===== src/rtl/audio_stream_dsp_pkg.sv =====
// Shared types and helpers for the audio stream DSP stage:
// mode and FSM enums plus signed saturation limits.
package audio_dsp_pkg;

    typedef enum logic [1:0] {
        MODE_PASS  = 2'd0,
        MODE_GAIN  = 2'd1,
        MODE_VOCAL = 2'd2,
        MODE_MUTE  = 2'd3
    } mode_t;

    typedef enum logic [1:0] {
        ACCEPT = 2'd0,
        HOLD_L = 2'd1,
        EMIT_R = 2'd2
    } state_t;

    localparam int LIMIT_W = 64;

    // Largest / smallest value representable in a w-bit two's complement word.
    function automatic logic signed [LIMIT_W-1:0] sat_max(input int w);
        logic signed [LIMIT_W-1:0] one;
        one = 64'sd1;
        return (one <<< (w - 1)) - 64'sd1;
    endfunction

    function automatic logic signed [LIMIT_W-1:0] sat_min(input int w);
        logic signed [LIMIT_W-1:0] one;
        one = 64'sd1;
        return -(one <<< (w - 1));
    endfunction

endpackage


===== src/rtl/audio_stream_dsp_if.sv =====
// Stream handshake bundle around the DSP stage: FIFO side (in_*) and codec side (out_*).
// master = the surrounding environment, slave = the DSP stage.
interface audio_stream_dsp_if #(
    parameter int IN_W     = 32,
    parameter int SAMPLE_W = 24,
    parameter int NUM_CH   = 2
);
    localparam int CH_W = $clog2(NUM_CH);

    logic [IN_W-1:0]     in_data;
    logic                in_valid;
    logic                in_sop;
    logic                in_ready;
    logic [SAMPLE_W-1:0] out_data;
    logic [CH_W-1:0]     out_channel;
    logic                out_valid;
    logic                out_ready;

    modport master (
        output in_data, in_valid, in_sop, out_ready,
        input  in_ready, out_data, out_channel, out_valid
    );

    modport slave (
        input  in_data, in_valid, in_sop, out_ready,
        output in_ready, out_data, out_channel, out_valid
    );

endinterface


===== src/rtl/audio_stream_dsp_gain_sat.sv =====
// Combinational signed gain: multiply, arithmetic shift by GAIN_FRAC, saturate to SAMPLE_W.
// sat is high whenever the result had to be clamped.
module dsp_gain_sat
    import audio_dsp_pkg::*;
#(
    parameter int SAMPLE_W  = 24,
    parameter int GAIN_W    = 16,
    parameter int GAIN_FRAC = 14
) (
    input  logic signed [SAMPLE_W-1:0] sample,
    input  logic signed [GAIN_W-1:0]   gain,
    output logic        [SAMPLE_W-1:0] result,
    output logic                       sat
);
    localparam int P_W = SAMPLE_W + GAIN_W;
    localparam logic signed [P_W-1:0] MAX_P = P_W'(sat_max(SAMPLE_W));
    localparam logic signed [P_W-1:0] MIN_P = P_W'(sat_min(SAMPLE_W));

    logic signed [P_W-1:0] prod;
    logic signed [P_W-1:0] shifted;

    assign prod = $signed({{GAIN_W{sample[SAMPLE_W-1]}}, sample}) *
                  $signed({{SAMPLE_W{gain[GAIN_W-1]}}, gain});

    // Arithmetic shift floors toward -inf.
    assign shifted = prod >>> GAIN_FRAC;

    always_comb begin
        sat    = 1'b0;
        result = shifted[SAMPLE_W-1:0];
        if (shifted > MAX_P) begin
            sat    = 1'b1;
            result = MAX_P[SAMPLE_W-1:0];
        end else if (shifted < MIN_P) begin
            sat    = 1'b1;
            result = MIN_P[SAMPLE_W-1:0];
        end
    end

endmodule


===== src/rtl/audio_stream_dsp.sv =====
// Streaming DSP stage between the sample FIFO and the codec: per-frame passthrough,
// gain with saturation, vocal cancel (L-R) or mute, with a registered output.
module audio_stream_dsp
    import audio_dsp_pkg::*;
#(
    parameter int IN_W      = 32,
    parameter int SAMPLE_W  = 24,
    parameter int NUM_CH    = 2,
    parameter int GAIN_W    = 16,
    parameter int GAIN_FRAC = 14
) (
    input  logic                clk,
    input  logic                reset_n,
    input  logic [1:0]          mode,
    input  logic [GAIN_W-1:0]   gain,
    audio_stream_dsp_if.slave   bus,
    output logic                sat_flag,
    input  logic                sat_clr
);
    localparam int CH_W = $clog2(NUM_CH);

    state_t              state_q, state_nxt;
    mode_t               mode_q, frame_mode;
    logic [CH_W-1:0]     cnt_q, ch;
    logic [SAMPLE_W-1:0] sample, hold_q;
    logic [SAMPLE_W-1:0] out_data_q;
    logic [CH_W-1:0]     out_ch_q;
    logic                out_valid_q, sat_q;
    logic                out_free, in_ready, accept;
    logic                load, load_sat, hold_en;
    logic [SAMPLE_W-1:0] load_data;
    logic [CH_W-1:0]     load_ch;
    logic [SAMPLE_W-1:0] half_diff, gain_in, gain_out;
    logic                diff_unused_lsb;
    logic                gain_sat;

    assign sample = bus.in_data[SAMPLE_W-1:0];

    generate
        if (IN_W > SAMPLE_W) begin : g_upper
            logic unused_upper;
            assign unused_upper = ^bus.in_data[IN_W-1:SAMPLE_W];
        end
    endgenerate

    assign out_free = !out_valid_q || bus.out_ready;
    assign in_ready = (state_q != EMIT_R) && out_free;
    assign accept   = bus.in_valid && in_ready;

    assign ch         = bus.in_sop ? '0 : cnt_q;
    assign frame_mode = (ch == '0) ? mode_t'(mode) : mode_q;

    // (L - R) in SAMPLE_W+1 bits; dropping the LSB is the arithmetic shift by one.
    assign {half_diff, diff_unused_lsb} = {hold_q[SAMPLE_W-1], hold_q} - {sample[SAMPLE_W-1], sample};

    assign gain_in = (state_q == HOLD_L) ? half_diff : sample;

    dsp_gain_sat #(
        .SAMPLE_W  (SAMPLE_W),
        .GAIN_W    (GAIN_W),
        .GAIN_FRAC (GAIN_FRAC)
    ) u_gain (
        .sample (gain_in),
        .gain   (gain),
        .result (gain_out),
        .sat    (gain_sat)
    );

    always_comb begin
        state_nxt = state_q;
        load      = 1'b0;
        load_data = gain_out;
        load_ch   = ch;
        load_sat  = 1'b0;
        hold_en   = 1'b0;
        case (state_q)
            ACCEPT: begin
                if (accept) begin
                    case (frame_mode)
                        MODE_PASS: begin
                            load      = 1'b1;
                            load_data = sample;
                        end
                        MODE_MUTE: begin
                            load      = 1'b1;
                            load_data = '0;
                        end
                        MODE_GAIN: begin
                            load     = 1'b1;
                            load_sat = gain_sat;
                        end
                        MODE_VOCAL: begin
                            if (ch == '0) begin
                                hold_en   = 1'b1;
                                state_nxt = HOLD_L;
                            end else begin
                                load     = 1'b1;
                                load_sat = gain_sat;
                            end
                        end
                        default: ;
                    endcase
                end
            end
            HOLD_L: begin
                if (accept) begin
                    if (ch == '0) begin
                        hold_en = 1'b1;
                    end else begin
                        load      = 1'b1;
                        load_ch   = '0;
                        load_sat  = gain_sat;
                        state_nxt = EMIT_R;
                    end
                end
            end
            EMIT_R: begin
                // The ch0 result is still in out_data_q; re-issue it as ch1.
                if (out_free) begin
                    load      = 1'b1;
                    load_data = out_data_q;
                    load_ch   = CH_W'(1);
                    state_nxt = ACCEPT;
                end
            end
            default: state_nxt = ACCEPT;
        endcase
    end

    always_ff @(posedge clk or negedge reset_n) begin
        if (!reset_n) begin
            state_q <= ACCEPT;
            mode_q  <= MODE_PASS;
            cnt_q   <= '0;
            hold_q  <= '0;
        end else begin
            state_q <= state_nxt;
            if (accept) begin
                cnt_q <= (ch == CH_W'(NUM_CH - 1)) ? '0 : ch + CH_W'(1);
                if (ch == '0)
                    mode_q <= frame_mode;
            end
            if (hold_en)
                hold_q <= sample;
        end
    end

    always_ff @(posedge clk or negedge reset_n) begin
        if (!reset_n) begin
            out_valid_q <= 1'b0;
            out_data_q  <= '0;
            out_ch_q    <= '0;
            sat_q       <= 1'b0;
        end else begin
            if (load) begin
                out_valid_q <= 1'b1;
                out_data_q  <= load_data;
                out_ch_q    <= load_ch;
            end else if (bus.out_ready) begin
                out_valid_q <= 1'b0;
            end
            if (load_sat)
                sat_q <= 1'b1;
            else if (sat_clr)
                sat_q <= 1'b0;
        end
    end

    assign bus.in_ready    = in_ready;
    assign bus.out_data    = out_data_q;
    assign bus.out_channel = out_ch_q;
    assign bus.out_valid   = out_valid_q;
    assign sat_flag        = sat_q;

endmodule


===== src/flat_wrapper.sv =====
// flat-port wrapper written by rule: the top's interface ports become plain ports
module audio_stream_dsp_flat import audio_dsp_pkg::*;
#(
    parameter int IN_W      = 32,
    parameter int SAMPLE_W  = 24,
    parameter int NUM_CH    = 2,
    parameter int GAIN_W    = 16,
    parameter int GAIN_FRAC = 14
)
  (clk, reset_n, mode, gain, sat_flag, sat_clr, bus_in_data, bus_in_valid, bus_in_sop, bus_out_ready, bus_in_ready, bus_out_data, bus_out_channel, bus_out_valid);
  audio_stream_dsp_if #(.IN_W(IN_W), .SAMPLE_W(SAMPLE_W), .NUM_CH(NUM_CH)) bus_i ();
  input  logic clk;
  input  logic reset_n;
  input  logic [1:0] mode;
  input  logic [GAIN_W-1:0] gain;
  output logic sat_flag;
  input  logic sat_clr;
  input wire logic [$bits(bus_i.in_data)-1:0] bus_in_data;
  input wire logic [$bits(bus_i.in_valid)-1:0] bus_in_valid;
  input wire logic [$bits(bus_i.in_sop)-1:0] bus_in_sop;
  input wire logic [$bits(bus_i.out_ready)-1:0] bus_out_ready;
  output wire logic [$bits(bus_i.in_ready)-1:0] bus_in_ready;
  output wire logic [$bits(bus_i.out_data)-1:0] bus_out_data;
  output wire logic [$bits(bus_i.out_channel)-1:0] bus_out_channel;
  output wire logic [$bits(bus_i.out_valid)-1:0] bus_out_valid;
  assign bus_i.in_data = bus_in_data;
  assign bus_i.in_valid = bus_in_valid;
  assign bus_i.in_sop = bus_in_sop;
  assign bus_i.out_ready = bus_out_ready;
  assign bus_in_ready = bus_i.in_ready;
  assign bus_out_data = bus_i.out_data;
  assign bus_out_channel = bus_i.out_channel;
  assign bus_out_valid = bus_i.out_valid;
  audio_stream_dsp #(.IN_W(IN_W), .SAMPLE_W(SAMPLE_W), .NUM_CH(NUM_CH), .GAIN_W(GAIN_W), .GAIN_FRAC(GAIN_FRAC)) u_core (.clk(clk), .reset_n(reset_n), .mode(mode), .gain(gain), .bus(bus_i), .sat_flag(sat_flag), .sat_clr(sat_clr));
endmodule

===== config.mk =====
export PLATFORM = sky130hd
export DESIGN_NAME = audio_stream_dsp_flat
export DESIGN_NICKNAME = d
export VERILOG_FILES = /design/src/rtl/audio_stream_dsp_pkg.sv /design/src/rtl/audio_stream_dsp_if.sv /design/src/rtl/audio_stream_dsp_gain_sat.sv /design/src/rtl/audio_stream_dsp.sv /design/src/flat_wrapper.sv
export SDC_FILE = /design/constraint.sdc
export NUM_CORES = 1
export LEC_CHECK = 0
export CAP_MARGIN = 20
export CORE_MARGIN = 1.5
export CORE_UTILIZATION = 45
export DETAILED_ROUTE_END_ITERATION = 8
export GPL_TIMING_DRIVEN = 0
export PLACE_DENSITY = 0.63
export SLEW_MARGIN = 20
export SYNTH_ARGS = -nofsm -noshare
export SYNTH_HDL_FRONTEND = slang
export SYNTH_HIERARCHICAL = 1
export SYNTH_SLANG_ARGS = --single-unit

===== constraint.sdc =====
create_clock -name clk -period 7.89 [get_ports clk]
set_input_delay 0.789 -clock clk [delete_from_list [all_inputs] [get_ports clk]]
set_output_delay 0.789 -clock clk [all_outputs]
set_load 0.05 [all_outputs]

==> results of run 1 <==
==> final cells by class <==
class,instances,area (um2),area share
clock inverters,3,90.1,0.00402
clock buffers,5,125,0.00558
flip-flops and latches,56,1400,0.0625
repair buffers,187,1790,0.0800
plain buffers,89,687,0.0306
inverters,473,1780,0.0795
well taps,525,657,0.0293
multi-input cells,1509,15900,0.708
==> worst max-delay path, delay by kind of cell <==
kind | cells | cell delay, ns
adder cells (fa/ha/maj) | 8 | 3.75
AO/OA/AOI/OAI | 13 | 2.58
buffers and inverters | 11 | 1.70
AND/OR/NAND/NOR | 5 | 0.40
==> Yosys cell counts, types with 4 or more instances <==
library cell	n	area [um2]
sky130_fd_sc_hd__buf_2	14	70.1
sky130_fd_sc_hd__mux2i_1	9	90.1
sky130_fd_sc_hd__dfrtp_1	56	1400
sky130_fd_sc_hd__a211oi_1	11	82.6
sky130_fd_sc_hd__xnor2_1	32	280
sky130_fd_sc_hd__nand3b_1	4	30.0
sky130_fd_sc_hd__mux2_2	6	67.6
sky130_fd_sc_hd__nand2_1	322	1210
sky130_fd_sc_hd__and2_1	150	938
sky130_fd_sc_hd__o211ai_1	11	82.6
sky130_fd_sc_hd__o31ai_1	7	52.6
sky130_fd_sc_hd__nand3_1	44	220
sky130_fd_sc_hd__or2_2	6	37.5
sky130_fd_sc_hd__buf_6	6	67.6
sky130_fd_sc_hd__ha_1	125	1560
sky130_fd_sc_hd__nand4_1	9	56.3
sky130_fd_sc_hd__o21bai_1	9	67.6
sky130_fd_sc_hd__o21ai_0	63	315
sky130_fd_sc_hd__nor2_1	88	330
sky130_fd_sc_hd__o21a_1	8	60.1
sky130_fd_sc_hd__and3_1	4	25.0
sky130_fd_sc_hd__a31oi_1	30	188
sky130_fd_sc_hd__a21o_1	17	128
sky130_fd_sc_hd__o21ai_1	20	100
sky130_fd_sc_hd__nor3_1	7	35.0
sky130_fd_sc_hd__clkbuf_1	64	240
sky130_fd_sc_hd__fa_1	374	7490
sky130_fd_sc_hd__xor2_1	13	114
sky130_fd_sc_hd__buf_4	4	30.0
sky130_fd_sc_hd__nand2b_1	14	87.6
sky130_fd_sc_hd__a21oi_1	63	315
sky130_fd_sc_hd__inv_1	472	1770
==> cell usage in the layout (no fill, tap or decap), types with 8 or more instances in the layout <==
cell type / netlist / layout
sky130_fd_sc_hd__a21o_1: 17 / 17
sky130_fd_sc_hd__a21oi_1: 63 / 45
sky130_fd_sc_hd__a21oi_2: 1 / 10
sky130_fd_sc_hd__a21oi_4: 0 / 9
sky130_fd_sc_hd__a31oi_1: 30 / 28
sky130_fd_sc_hd__and2_1: 150 / 149
sky130_fd_sc_hd__buf_12: 0 / 9
sky130_fd_sc_hd__buf_2: 14 / 8
sky130_fd_sc_hd__buf_4: 4 / 95
sky130_fd_sc_hd__buf_6: 6 / 21
sky130_fd_sc_hd__buf_8: 0 / 12
sky130_fd_sc_hd__clkbuf_1: 64 / 40
sky130_fd_sc_hd__clkbuf_16: 0 / 9
sky130_fd_sc_hd__clkdlybuf4s50_1: 0 / 57
sky130_fd_sc_hd__dfrtp_1: 56 / 56
sky130_fd_sc_hd__dlygate4sd2_1: 0 / 9
sky130_fd_sc_hd__fa_1: 374 / 361
sky130_fd_sc_hd__fa_2: 0 / 13
sky130_fd_sc_hd__ha_1: 125 / 91
sky130_fd_sc_hd__ha_4: 0 / 28
sky130_fd_sc_hd__inv_1: 472 / 451
sky130_fd_sc_hd__inv_2: 0 / 18
sky130_fd_sc_hd__nand2_1: 322 / 306
sky130_fd_sc_hd__nand2_2: 0 / 10
sky130_fd_sc_hd__nand2b_1: 14 / 13
sky130_fd_sc_hd__nand3_1: 44 / 41
sky130_fd_sc_hd__nand4_1: 9 / 9
sky130_fd_sc_hd__nor2_1: 88 / 85
sky130_fd_sc_hd__o211ai_1: 11 / 11
sky130_fd_sc_hd__o21a_1: 8 / 8
sky130_fd_sc_hd__o21ai_0: 63 / 30
sky130_fd_sc_hd__o21ai_1: 20 / 29
sky130_fd_sc_hd__o21ai_2: 1 / 14
sky130_fd_sc_hd__o21ai_4: 0 / 11
sky130_fd_sc_hd__o21bai_1: 9 / 9
sky130_fd_sc_hd__xnor2_1: 32 / 31
sky130_fd_sc_hd__xor2_1: 13 / 11
==> worst max path at each step <==
stage                     from                      end  slack, ns  depth (start not counted)
4_1_cts        bus_in_data[11]  u_core/bus.out_data[11]      -1.19                         36
5_1_grt        bus_in_data[16]  u_core/bus.out_data[11]      -1.40                         32
3_3_place_gp   bus_in_data[13]   u_core/bus.out_data[8]      -3.00                         35
6_report        bus_in_data[2]          u_core/sat_flag      -1.13                         37
3_5_place_dp   bus_in_data[13]   u_core/bus.out_data[4]      -3.02                         35
2_1_floorplan   bus_in_data[0]  u_core/bus.out_data[21]      -0.32                         35
==> cells by family (layout without fill, tap and decap cells) <==
family,count (synthesis),after routing,share of synthesized area
AO/OA/AOI/OAI,278,278,0.0984
XOR/XNOR,45,45,0.0217
adder cells (fa/ha/maj),499,499,0.498
buffers and inverters,564,757,0.121
flip-flops,56,56,0.0770
multiplexers,16,16,0.00949
AND/OR/NAND/NOR,671,671,0.175
==> flip-flops by register name (all words and copies together), names as in the netlist <==
| name | count |
|---|---|
| u_core/state_q | 2 |
| u_core/sat_flag | 1 |
| u_core/mode_q | 2 |
| u_core/bus.out_data | 24 |
| u_core/hold_q | 24 |
| u_core/bus.out_channel | 1 |
| u_core/cnt_q | 1 |
| u_core/bus.out_valid | 1 |
==> layer usage <==
metal | share of wire | vias to the layer above
met5 | 0 | -
met4 | 0.046 | 0
met3 | 0.055 | 124
met2 | 0.49 | 525
met1 | 0.41 | 7826
li1 | - | 6877
==> per-stage QoR <==
step | utilization | setup WS (ns) | hold slack, ns | TNS [ns] | cell area, um2
after floorplan | - | -0.321 | 0.452 | -6.82 | 18400
after global placement | 0.498 | -3.00 | 0.474 | -71.63 | 19800
after global routing | 0.563 | -1.40 | 0.262 | -31.66 | 22400
after detailed placement | 0.499 | -3.02 | 0.480 | -72.22 | 19900
final | 0.563 | -1.13 | 0.271 | -25.67 | 22400
after CTS | 0.539 | -1.19 | 0.268 | -26.87 | 21500
==> timing repair <==
action,in CTS,in global routing
setup endpoints to repair,25,25
gates cloned,3,3
pin swaps,72,81
setup buffers,56,49
resized for setup,229,123
==> flow_summary.yaml, run 1 <==
status:
  outcome: "complete, but fails checks"
  failed_checks: "setup timing"
clocking:
  cts_made_buffers: 5
  cts_max_path_buffers: 2
  cts.root.buffer_cell: "sky130_fd_sc_hd__clkbuf_16"
  clk_slew_on_worst_s_h_paths_ns: 0.08
  cts.sinks: 56
  cts_tree: "built"
  worstSkewPairLatency_ns: 0.31
  ctsHoldBuffers: 0
  htree_num_levels: 2
floorplan:
  die_height_um: 204
  starting_utilization_of_the_core_area: 0.457
  chipWidth_um: 204
  dieArea_um2: 41600
  design.core.area_um2: 39800
  pin_count: 84
  row_count: 73
hold_path:
  type_of_the_most_critical_hold_path: "primary input to async pin"
global_route:
  globalRouteMet3Util: 0.0281
  antenna_found_initial: 0
  met1_usage: 0.373
  gr_util_all_layers: 0.283
  grt_use_met2: 0.481
  via_count_of_the_first_global_routing_pass: 16169
  top_usage_layer_grt: "met2"
  grt_max_degree: 55
  grt_first_pass_wirelength_um: 89400
  grt-ovfl-total: 0
setup_path:
  cp_data_required_time_ns: 8.12
  critPathMostFrequentCell: "sky130_fd_sc_hd__fa_1"
  end_kind: "flip-flop"
  regToRegStartpoint: "u_core/state_q[1]"
  r2r_end: "u_core/bus.out_data[11]"
  path_class: "primary input to flip-flop"
  crit_path_max_incr_delay_ns: 0.55
  critical_path.slowest_cell: "sky130_fd_sc_hd__fa_2"
  critPathMaxFanout: 10
  timing.critical_path.arrival_ns: 9.25
  reg2regPathDepth: 29
  critical_path.startpoint_type: "primary input"
  regToRegSetupSlack_ns: -0.88
placed_design:
  place.port_buffers: 75
  dp_hpwl_um: 46100
  place_inst: 2732
  gp_congestion: 0.901
sta:
  layout_worst_path_cycle_share: 1.14
  max_slew.worst_pin.slew_ns: 1.16
  final_critical_delay_including_setup_and_external_delays_ns: 9.02
  timing.final.hold_violations: 0
  timing.final.max_slew_violations: 0
  setup_violations: 25
  timing.final.ws_setup_ns: -1.13
  slew_headroom: 0.229
  rsz0062_at_grt: "yes"
  fin_clk_skew_ns: 0.00809
  fmaxAchievable_mhz: 111
synth:
  post_synth_num_cell_types: 82
  mappedNetlistArea_um2: 18200
  prevailing_post_synth_register_cell: "sky130_fd_sc_hd__dfrtp_1"
  synth_edf_count: 0
  postSynth.asyncResetShare: 1.00
  synthesized_flop_and_latch_total: 56
  synth.yosys.warnings: 6
  synth.yosys.seq_area_share: 0.0771
  syn-instance-count: 2129
  synth_nets: 2684
  synth_area_per_cell_um2: 8.54
drt:
  wirelength_um: 56900
  post_drt_via_cell_ratio: 5.39
  wire_length_per_cell_after_detailed_routing_um: 20.0
  antenna_violating_nets_post_route: 0
  num_vias: 15352
  dr.pass1.iters: 5
  drt_first_iter_violations: 941
  drt_drc_violations_left: 0
cells_and_area:
  fin_nets: 2876
  fin_cells: 2847
  final.fill_count: 3689
  area_delta_synth_final_pct: 23.3
  antenna-diode-count: 0
  drive_above_1_share: 0.165
job:
  timing.max_cap.violations: 0
Power of run 1 is left out: the tool's default activity adds up to more than one toggle a clock period on the data nets, which glitch-free logic cannot reach.
==> inputs of run 2 (changes only) <==
- SKIP_CTS_REPAIR_TIMING: default -> 1
- SKIP_LAST_GASP: default -> 1
==> run 2 against run 1 <==
Compared with the run above: the run still ends with setup timing left; clock-buffer cell count unchanged; final area down 1.6%; flip-flop and latch count stayed put; setup slack got worse by 0.049 ns; non-clock buffer count fell by 23; die area did not move; critical endpoint is now u_core/bus.out_data[4]; worst hold slack got worse by 0.0018 ns; register-to-register slack worse by 0.05 ns.
==> flow_summary.yaml, run 2 (synthesized netlist as in run 1, its figures left out) <==
status:
  outcome: "complete, but fails checks"
  failed_checks: "setup timing"
sta:
  timing.final.ws_setup_ns: -1.18
  layout_worst_path_cycle_share: 1.15
  setup_violations: 25
  timing.final.hold_violations: 0
  fmaxAchievable_mhz: 110
  fin_clk_skew_ns: 0.00580
  max_slew.worst_pin.slew_ns: 0.956
  summed_negative_setup_slack_over_all_endpoints_ns: -26.55
  timing.final.max_slew_violations: 0
  slew_headroom: 0.356
  final_critical_delay_including_setup_and_external_delays_ns: 9.07
  rsz0062_at_grt: "yes"
cells_and_area:
  drive_above_1_share: 0.154
  fin_nets: 2853
  final_common_cell: "sky130_fd_sc_hd__inv_1"
  antenna-diode-count: 0
  fin_cells: 2824
  area_delta_synth_final_pct: 21.3
  most-common-layout-cells: "sky130_fd_sc_hd__inv_1 (451), sky130_fd_sc_hd__fa_1 (362), sky130_fd_sc_hd__nand2_1 (304), sky130_fd_sc_hd__and2_1 (150), sky130_fd_sc_hd__ha_1 (95)"
setup_path:
  regToRegStartpoint: "u_core/hold_q[0]"
  critPathMostFrequentCell: "sky130_fd_sc_hd__fa_1"
  end_kind: "flip-flop"
  critical_path.slowest_cell: "sky130_fd_sc_hd__fa_2"
  cp_data_required_time_ns: 8.11
  worstSetupStartpoint: "bus_in_data[0]"
  regToRegSetupSlack_ns: -0.93
  timing.critical_path.arrival_ns: 9.28
  critical_path.startpoint_type: "primary input"
  r2r_end: "u_core/bus.out_data[4]"
  critPathMaxFanout: 5
  path_class: "primary input to flip-flop"
  reg2regPathDepth: 37
  crit_path_max_incr_delay_ns: 0.58
drt:
  dr.pass1.iters: 7
  drt_first_iter_violations: 882
  post_drt_via_cell_ratio: 5.38
  num_vias: 15196
  drt_drc_violations_left: 0
  wire_length_per_cell_after_detailed_routing_um: 19.7
  antenna_violating_nets_post_route: 0
  wirelength_um: 55700
floorplan:
  die_height_um: 204
  design.core.area_um2: 39800
  dieArea_um2: 41600
  row_count: 73
  chipWidth_um: 204
  pin_count: 84
  starting_utilization_of_the_core_area: 0.457
clocking:
  cts.root.buffer_cell: "sky130_fd_sc_hd__clkbuf_16"
  htree_num_levels: 2
  worstSkewPairLatency_ns: 0.31
  cts_tree: "built"
  cts.sinks: 56
  cts_max_path_buffers: 2
  clk_slew_on_worst_s_h_paths_ns: 0.08
  cts_made_buffers: 5
global_route:
  grt-ovfl-total: 0
  antenna_found_initial: 0
  grt_max_degree: 55
  gr_util_all_layers: 0.272
  via_count_of_the_first_global_routing_pass: 15691
  grt_first_pass_wirelength_um: 86100
hold_path:
  type_of_the_most_critical_hold_path: "primary input to async pin"
placed_design:
  gp_congestion: 0.901
  place.port_buffers: 75
  dp_hpwl_um: 46100
  place_inst: 2732
job:
  timing.max_cap.violations: 0
==> run 2: cell count changes in the layout (fill, tap and decap cells not counted), moves of 3 or more <==
| cell | before | now |
|---|---|---|
| sky130_fd_sc_hd__dlymetal6s2s_1 | 3 | 15 |
| sky130_fd_sc_hd__buf_12 | 9 | 6 |
| sky130_fd_sc_hd__a21oi_2 | 10 | 14 |
| sky130_fd_sc_hd__clkbuf_8 | 7 | 0 |
| sky130_fd_sc_hd__buf_8 | 12 | 9 |
| sky130_fd_sc_hd__ha_2 | 6 | 3 |
| sky130_fd_sc_hd__clkbuf_2 | 5 | 8 |
| sky130_fd_sc_hd__dlygate4sd2_1 | 9 | 0 |
| sky130_fd_sc_hd__ha_1 | 91 | 95 |
| sky130_fd_sc_hd__nand2_2 | 10 | 14 |
| sky130_fd_sc_hd__buf_4 | 95 | 84 |
==> run 2: cell type report <==
class                      instances  area [um2]
fill                            3713       17800
buffer                            90         639
timing repair buffer             163        1570
clock inverter                     3        90.1
inverter                         473        1780
clock buffer                       5         125
tap                              525         657
sequential                        56        1400
multi-input combinational       1509       15800
==> run 2: worst max-delay path by stage <==
| stage | endpoint | depth (start not counted) |
|---|---|---|
| detailed placement | u_core/bus.out_data[4] | 35 |
| global route | u_core/bus.out_data[4] | 35 |
| finish | u_core/bus.out_data[4] | 38 |
| floorplan | u_core/bus.out_data[21] | 35 |
| global placement | u_core/bus.out_data[8] | 35 |
| CTS | u_core/bus.out_data[4] | 31 |
==> run 2: metrics by stage <==
stage	setup slack (ns)	hold WS (ns)	instance area (um2)	utilization
after floorplan	-0.321	0.452	18400	-
after global placement	-3.00	0.474	19800	0.498
after detailed placement	-3.02	0.480	19900	0.499
after CTS	-2.75	0.268	20100	0.504
after global routing	-1.38	0.262	22100	0.554
final	-1.18	0.269	22100	0.554
==> run 2: metal layers <==
metal,share of wire,vias up,global-route usage,wire (um)
met5,0,-,0,0
met4,0.040,0,0.102,2210
met3,0.051,114,0.0327,2860
met2,0.49,475,0.461,27500
met1,0.41,7772,0.357,23100
li1,-,6835,-,-
==> run 2: critical path, delay by kind of cell <==
kind | cells | cell delay [ns]
buffers and inverters | 12 | 1.25
adders and majority gates | 8 | 3.78
AOI/OAI and AO/OA | 12 | 2.59
and+or+nand+nor | 6 | 0.82
Power of run 2 is left out for the same reason.
==> inputs of run 3 (changes only) <==
- CORE_MARGIN: 1.5 -> 2
==> run 3 against run 2 <==
Compared with the run above: the flow still finishes with violations (setup timing); die area rose by 0.98%; sequential share of layout area down 0.098 points; worst hold slack better by 0.0059 ns; clock-buffer cell count did not move; first-iteration DRC count increased by 14%; utilization up 0.86 points; final cell count rose by 0.99%; flip-flop and latch count stayed put; largest cell class unchanged.
==> flow_summary.yaml, run 3 (synthesized netlist as in run 1, its figures left out) <==
drt:
  wirelength_um: 56200
  post_drt_via_cell_ratio: 5.35
  drt_first_iter_violations: 1003
  dr.pass1.iters: 9
  wire_length_per_cell_after_detailed_routing_um: 19.7
  num_vias: 15249
  drt_drc_violations_left: 0
  antenna_violating_nets_post_route: 0
setup_path:
  path_class: "primary input to flip-flop"
  critical_path.slowest_cell: "sky130_fd_sc_hd__fa_1"
  timing.critical_path.arrival_ns: 9.21
  end_kind: "flip-flop"
  r2r_end: "u_core/bus.out_data[14]"
  regToRegStartpoint: "u_core/state_q[1]"
  cp_data_required_time_ns: 8.12
  critPathMostFrequentCell: "sky130_fd_sc_hd__fa_1"
  critical_path.startpoint_type: "primary input"
  regToRegSetupSlack_ns: -0.86
  reg2regPathDepth: 31
  crit_path_max_incr_delay_ns: 0.54
  critPathMaxFanout: 10
cells_and_area:
  final.fill_count: 3657
  final_common_cell: "sky130_fd_sc_hd__inv_1"
  antenna-diode-count: 0
  fin_nets: 2881
  area_delta_synth_final_pct: 23.2
  most-common-layout-cells: "sky130_fd_sc_hd__inv_1 (452), sky130_fd_sc_hd__fa_1 (355), sky130_fd_sc_hd__nand2_1 (306), sky130_fd_sc_hd__and2_1 (150), sky130_fd_sc_hd__buf_4 (103)"
  drive_above_1_share: 0.169
clocking:
  htree_num_levels: 2
  cts.sinks: 56
  cts_max_path_buffers: 2
  cts_made_buffers: 5
  cts.root.buffer_cell: "sky130_fd_sc_hd__clkbuf_16"
  cts_tree: "built"
  clk_slew_on_worst_s_h_paths_ns: 0.08
  worstSkewPairLatency_ns: 0.30
placed_design:
  dp_hpwl_um: 46500
  place.port_buffers: 75
  gp_congestion: 0.918
sta:
  fmaxAchievable_mhz: 111
  fin_clk_skew_ns: 0.00577
  max_slew.worst_pin.slew_ns: 0.872
  timing.final.ws_setup_ns: -1.09
  timing.hold.ws_ns: 0.275
  timing.final.hold_violations: 0
  rsz0062_at_grt: "yes"
  summed_negative_setup_slack_over_all_endpoints_ns: -24.49
  setup_violations: 25
  layout_worst_path_cycle_share: 1.14
  slew_headroom: 0.419
  timing.final.max_slew_violations: 0
  final_critical_delay_including_setup_and_external_delays_ns: 8.98
global_route:
  gr_util_all_layers: 0.271
  grt-ovfl-total: 0
  via_count_of_the_first_global_routing_pass: 16043
  grt_max_degree: 55
  grt_first_pass_wirelength_um: 86700
  antenna_found_initial: 1
floorplan:
  dieArea_um2: 42000
  starting_utilization_of_the_core_area: 0.457
  pin_count: 84
  die_height_um: 205
  chipWidth_um: 205
  design.core.area_um2: 39800
  row_count: 73
job:
  timing.max_cap.violations: 0
status:
  failed_checks: "setup timing"
  outcome: "complete, but fails checks"
hold_path:
  type_of_the_most_critical_hold_path: "primary input to async pin"
## run 3: per-layer routing
metal,routed length [um],up-vias,track usage,share of wire
li1,-,6889,-,-
met1,22800,7777,0.352,0.41
met2,27800,464,0.468,0.49
met3,3090,119,0.0291,0.055
met4,2570,0,0.0979,0.046
met5,0,-,0,0
## run 3: stage by stage
stage / setup slack [ns] / area, um2 / util / std cells
6_report: -1.09 / 22400 / 0.563 / 2852
3_5_place_dp: -3.01 / 19900 / 0.499 / 2730
2_1_floorplan: -0.321 / 18400 / - / 2129
4_1_cts: -2.72 / 20000 / 0.503 / 2738
5_1_grt: -1.37 / 22400 / 0.563 / 2852
3_3_place_gp: -2.98 / 19800 / 0.498 / 2729
## run 3: cell type report
class	instances	area [um2]	share of cell area
Multi-Input combinational cell	1509	15900	0.708
Clock buffer	5	125	0.00559
Sequential cell	56	1400	0.0626
Inverter	473	1780	0.0793
Buffer	90	654	0.0292
Timing Repair Buffer	191	1890	0.0843
Clock inverter	3	42.5	0.00190
Tap cell	525	657	0.0293
## run 3: worst max-delay path by stage
stage          slack (ns)             from                       to  cells after the start
6_report            -1.09   bus_in_data[3]  u_core/bus.out_data[14]                     36
5_1_grt             -1.37   bus_in_data[3]  u_core/bus.out_data[14]                     37
4_1_cts             -2.72  bus_in_data[13]   u_core/bus.out_data[8]                     35
3_5_place_dp        -3.01  bus_in_data[13]   u_core/bus.out_data[8]                     35
3_3_place_gp        -2.98  bus_in_data[13]   u_core/bus.out_data[7]                     35
2_1_floorplan       -0.32   bus_in_data[0]  u_core/bus.out_data[21]                     35
## run 3: worst max-delay path: cells and delay by family
kind,cells,cell delay [ns]
adders and majority gates,8,3.50
buffers and inverters,10,1.18
and+or+nand+nor,6,1.01
AOI/OAI and AO/OA,12,2.71
Power of run 3 is left out for the same reason.
